$ cat config.mk
export PLATFORM = sky130hd
export DESIGN_NAME = shift_accumulator
export DESIGN_NICKNAME = d
export VERILOG_FILES = /design/src/rtl/dcim_pkg.sv /design/src/rtl/shift_accumulator.sv
export SDC_FILE = /design/constraint.sdc
export NUM_CORES = 1
export LEC_CHECK = 0
export ABC_AREA = 1
export CORE_MARGIN = 2
export CORE_UTILIZATION = 54
export CTS_CLUSTER_DIAMETER = 80
export DETAILED_ROUTE_END_ITERATION = 16
export PLACE_DENSITY = 0.76
export REMOVE_ABC_BUFFERS = 1
export SETUP_SLACK_MARGIN = 0.2
export SLEW_MARGIN = 25
export SYNTH_ARGS = -nofsm -noshare
export SYNTH_HDL_FRONTEND = slang
export SYNTH_SLANG_ARGS = --single-unit
$ cat constraint.sdc
create_clock -name clk -period 10 [get_ports clk]
set_input_delay 1 -clock clk [delete_from_list [all_inputs] [get_ports clk]]
set_output_delay 1 -clock clk [all_outputs]
set_load 0.1 [all_outputs]
$ cat src/rtl/dcim_pkg.sv
// Shared definitions for the DCIM datapath: default widths, the shift-accumulator
// state type and a width-generic sign/zero-extension helper.
package dcim_pkg;

    localparam int unsigned IN_W_DEF    = 13;
    localparam int unsigned IN_BITS_DEF = 8;

    // Extension works on a fixed wide container so callers of any width can share it.
    localparam int unsigned EXT_W  = 64;
    localparam int unsigned EXT_IW = 6;

    typedef enum logic {
        ACC  = 1'b0,
        HOLD = 1'b1
    } state_e;

    // Extends the low `width` bits of data to EXT_W bits; callers truncate to their own width.
    function automatic logic [EXT_W-1:0] ext(
        input logic [EXT_W-1:0] data,
        input int unsigned      width,
        input logic             signed_mode
    );
        logic [EXT_W-1:0] r;
        logic             fill;
        fill = signed_mode & data[EXT_IW'(width - 1)];
        for (int unsigned i = 0; i < EXT_W; i++) begin
            r[EXT_IW'(i)] = (i < width) ? data[EXT_IW'(i)] : fill;
        end
        return r;
    endfunction

endpackage

$ cat src/rtl/shift_accumulator.sv
// Bit-serial shift-and-accumulate stage: weights each bit-plane partial sum by
// 2^plane and accumulates, subtracting the MSB-plane term in two's-complement mode.
module shift_accumulator
    import dcim_pkg::*;
#(
    parameter int unsigned IN_W    = IN_W_DEF,
    parameter int unsigned IN_BITS = IN_BITS_DEF
) (
    input  logic                    clk,
    input  logic                    rst,
    input  logic                    clr,
    input  logic                    sus,
    input  logic                    in_valid,
    output logic                    in_ready,
    input  logic [IN_W-1:0]         in_data,
    output logic                    out_valid,
    input  logic                    out_ready,
    output logic [IN_W+IN_BITS-1:0] out_data,
    output logic                    busy
);

    localparam int unsigned ACC_W = IN_W + IN_BITS;
    localparam int unsigned CNT_W = (IN_BITS > 1) ? $clog2(IN_BITS) : 1;

    state_e             state_q, state_d;
    logic [CNT_W-1:0]   cnt_q, cnt_d;
    logic [ACC_W-1:0]   acc_q, acc_d;
    logic               sus_q, sus_d;
    logic [ACC_W-1:0]   out_data_q, out_data_d;

    logic               first_beat;
    logic               last_beat;
    logic               eff_sus;
    logic [ACC_W-1:0]   ext_data;
    logic [ACC_W-1:0]   term;
    logic [ACC_W-1:0]   base;
    logic [ACC_W-1:0]   sum;

    assign first_beat = (cnt_q == '0);
    assign last_beat  = (cnt_q == CNT_W'(IN_BITS - 1));
    assign eff_sus    = first_beat ? sus : sus_q;
    assign ext_data   = ACC_W'(ext(EXT_W'(in_data), IN_W, eff_sus));
    assign term       = ext_data << cnt_q;
    // Beat 0 starts from zero so any stale accumulator contents are discarded.
    assign base       = first_beat ? '0 : acc_q;
    assign sum        = (last_beat && eff_sus) ? (base - term) : (base + term);

    assign in_ready  = (state_q == ACC);
    assign out_valid = (state_q == HOLD);
    assign out_data  = out_data_q;
    assign busy      = (cnt_q != '0);

    always_comb begin
        state_d    = state_q;
        cnt_d      = cnt_q;
        acc_d      = acc_q;
        sus_d      = sus_q;
        out_data_d = out_data_q;
        if (clr) begin
            state_d = ACC;
            cnt_d   = '0;
            acc_d   = '0;
        end else begin
            unique case (state_q)
                ACC: begin
                    if (in_valid) begin
                        if (first_beat) begin
                            sus_d = sus;
                        end
                        acc_d = sum;
                        if (last_beat) begin
                            out_data_d = sum;
                            cnt_d      = '0;
                            state_d    = HOLD;
                        end else begin
                            cnt_d = cnt_q + 1'b1;
                        end
                    end
                end
                HOLD: begin
                    if (out_ready) begin
                        state_d = ACC;
                        acc_d   = '0;
                    end
                end
                default: state_d = ACC;
            endcase
        end
    end

    always_ff @(posedge clk or posedge rst) begin
        if (rst) begin
            state_q    <= ACC;
            cnt_q      <= '0;
            acc_q      <= '0;
            sus_q      <= 1'b0;
            out_data_q <= '0;
        end else begin
            state_q    <= state_d;
            cnt_q      <= cnt_d;
            acc_q      <= acc_d;
            sus_q      <= sus_d;
            out_data_q <= out_data_d;
        end
    end

endmodule

==> run_results.csv <==
group,metric,value,unit
clocking,ctsLongestPathBuffers,2,
clocking,cts_hold_repair.buffers,0,
floorplanning,core,7650,um^2
place,post-place-ws,5.39,ns
grt,grtUsageTotal,26.1,%
floorplanning,start_util,55.1,%
timing,skew,0.0109,ns
clocking,htreeDepth,2,
detailed_routing,drt-met1-wl,5.03,mm
place,numPortBuffers,42,
job,maxCapViolations,0,
timing,worstMarginPinSlew,1.01,ns
pwr,p_leak,2.42,nW
yosys,yosys_warnings,0,
yosys,synthCells,633,
floorplanning,die_h,92.3,um
pwr,irDropWorstVdd,64.9,uV
critical_path,start_kind,"register",
finish,antenna_cells,0,
detailed_routing,first_pass_iters,5,
critical_path,cp.required,10.17,ns
yosys,synth_top_area_share,27.9,%
yosys,yosysSeqAreaShare,27.9,%
yosys,synth_largest_area_cell,"dfrtp_1",
critical_path,arrival,4.61,ns
detailed_routing,drc,0,
clocking,worstSkewPairLatency,0.31,ns
detailed_routing,ant_nets,0,
finish,final_nets,708,
timing,fmax,225,MHz
floorplanning,ioPinCount,43,
timing,fin_crit_sh,44.4,%
finish,nFillCells,742,
floorplanning,die_w,92.3,um
yosys,synth_flop_cell,"dfrtp_1",
floorplanning,dieArea,8520,um^2
clocking,cts_tree,"yes",
yosys,avgSynthCellArea,6.65,um^2
yosys,synth.distinct_cells,42,
yosys,synth_edf_count,0,
timing,setup_violations,0,
clocking,cts_resized,0,
pwr,power.density,142,nW/um^2
detailed_routing,met3_length,419,um
finish,multi_input_area,2670,um^2
grt,antenna_found_initial,0,
grt,grt_max_degree,48,
detailed_routing,drt_iter0_drc,203,
floorplanning,num_rows,32,
timing,rsz0062_at_grt,"no",
detailed_routing,top_layer,"met4",
outcome,outcome,"completed",
yosys,synth_async_sr_flop_share,100,%
detailed_routing,vias_per_cell,5.43,
detailed_routing,wl_met2,4.87,mm
finish,drive_above_1_share,6.77,%
clocking,clk_pin_slew,0.10,ns
critical_path,cp_slowest_cell,"dfrtp_1",
timing,period_needed,4.44,ns
timing,hold_viol,0,
finish,syn_to_final_growth,13.4,%
timing,fin_setup_tns,0,ns
place,gp_congestion,0.923,
critical_path,worst_path_most_repeated_cell,"nand2_1",
timing,fin_ws,5.56,ns
yosys,ys_ff_latch,47,
grt,grt_pass1_vias,3866,
place,dpl_cell_area,4660,um^2
timing,drv_slew,0,
critical_path,critPathKind,"register to register",
detailed_routing,wl_per_cell,13.9,um
grt,grt_pass1_wl,18.1,mm
yosys,synth_top_cells_by_area,"dfrtp_1, nand2_1, nand3_1, ha_1, o21ai_0",
yosys,synthesis.area,4210,um^2
critical_path,crit_path_max_incr_delay,0.73,ns
timing,slew_headroom,32.5,%
hold_path,min_path_type,"register to register",
finish,design_area,4780,um^2
grt,grt-ovfl-total,0,
finish,utilization,62.5,%
finish,register_area,1180,um^2
place,dp_hpwl,8.47,mm
clocking,cts_made_buffers,5,
clocking,root_buffer,"clkbuf_8",
detailed_routing,drt-total-wl,10.6,mm
detailed_routing,dr_total_vias,4166,
critical_path,crit_buf_inv,3,
critical_path,cp_cell_sequence,"inv_2 > ha_1 > nand2_1 > nand2_1 > nand2_2 > inv_2 > nor2_4 > inv_2 > nand2_2 > nand3_4 > nor2_8 > nand2_1 > xor2_1 > ha_1 > nand2_1 > nor4_1 > o21ai_0 > nand3_1 > nand2_1 > nand3_1 > o21ai_0",
clocking,post_cts_buffers,0,
clocking,cts.sink_count,47,
critical_path,crit_family,"simple AND/OR/NAND/NOR gates",
critical_path,end_kind,"register",
critical_path,cp_max_fo,19,
## stage by stage
step	hold WS, ns	total power [W]	instances
after floorplan	0.447	0.000452	614
after global placement	0.456	0.000520	759
after detailed placement	0.460	0.000525	759
after CTS	0.485	0.000676	767
after global routing	0.507	0.000722	767
final	0.478	0.000676	767
## layout make-up
| cell class | count | share of cell area, % |
|---|---|---|
| tap | 102 | 2.67 |
| inverter | 69 | 5.45 |
| sequential | 47 | 24.6 |
| clock inverter | 3 | 0.969 |
| timing repair buffer | 43 | 8.96 |
| clock buffer | 5 | 1.44 |
| multi-input combinational | 498 | 55.9 |
## flip-flops by register name (all words and copies together), names as in the netlist
register,cells
acc_q,21
out_data,21
cnt_q,3
out_valid,1
sus_q,1
## cells by family after synthesis
group	synth area share, %
AO/OA/AOI/OAI	12.2
XOR/XNOR	5.20
adder cells (fa/ha/maj)	7.61
buffers and inverters	8.67
flip-flops	27.9
AND/OR/NAND/NOR	38.4
## worst min-delay path, cell delays in order (launching register included)
cell and delay (ns):
dfrtp_1 0.35, nand2_1 0.05, nand2_1 0.05
## cells in the mapped netlist (6+ instances only)
| cell type | instances |
|---|---|
| a21oi_1 | 23 |
| clkbuf_1 | 9 |
| dfrtp_1 | 47 |
| ha_1 | 24 |
| inv_1 | 60 |
| inv_2 | 7 |
| nand2_1 | 178 |
| nand2_2 | 7 |
| nand3_1 | 79 |
| nand3_2 | 6 |
| nand3b_1 | 7 |
| nand4_1 | 6 |
| nor2_1 | 45 |
| nor4_1 | 6 |
| o21ai_0 | 51 |
| o22ai_1 | 7 |
| or2_2 | 7 |
| xnor2_1 | 9 |
| xor2_1 | 16 |
## path summary, 6_finish.rpt
kind,start,endpoint,slack (ns),cells after the start
max reg2reg,cnt_q[1],acc_q[18],5.56,21
max,cnt_q[1],acc_q[18],5.56,21
max in group asynchronous,rst,acc_q[18],8.36,2
min,out_data[2],out_data[2],0.48,2
min reg2reg,out_data[2],out_data[2],0.48,2
min in group asynchronous,rst,out_data[7],1.14,2
## where the power goes
part           total, W  internal [W]  leakage, nW  switching [W]
sequential     0.000217      0.000208        0.627     0.00000920
combinational  0.000307     0.0000997         1.74       0.000208
clock          0.000151     0.0000755       0.0548      0.0000758
## cells in the final DEF, fill, tap and decap left out, drive strengths merged, types with 8 or more instances in the layout
| cell type | netlist | layout |
|---|---|---|
| a21oi | 23 | 23 |
| nor2 | 50 | 50 |
| inv | 67 | 67 |
| clkdlybuf4s50 | 0 | 42 |
| ha | 24 | 24 |
| or2 | 8 | 8 |
| nand3 | 86 | 86 |
| dfrtp | 47 | 47 |
| nand2 | 186 | 186 |
| xnor2 | 9 | 9 |
| o21ai | 52 | 52 |
| xor2 | 16 | 16 |
## per-layer routing
layer	up-vias	track usage (%)
li1	2145	-
met1	1898	35.4
met2	106	43.1
met3	17	2.93
met4	0	9.20
met5	-	0
(Power assumes the default switching activity.)
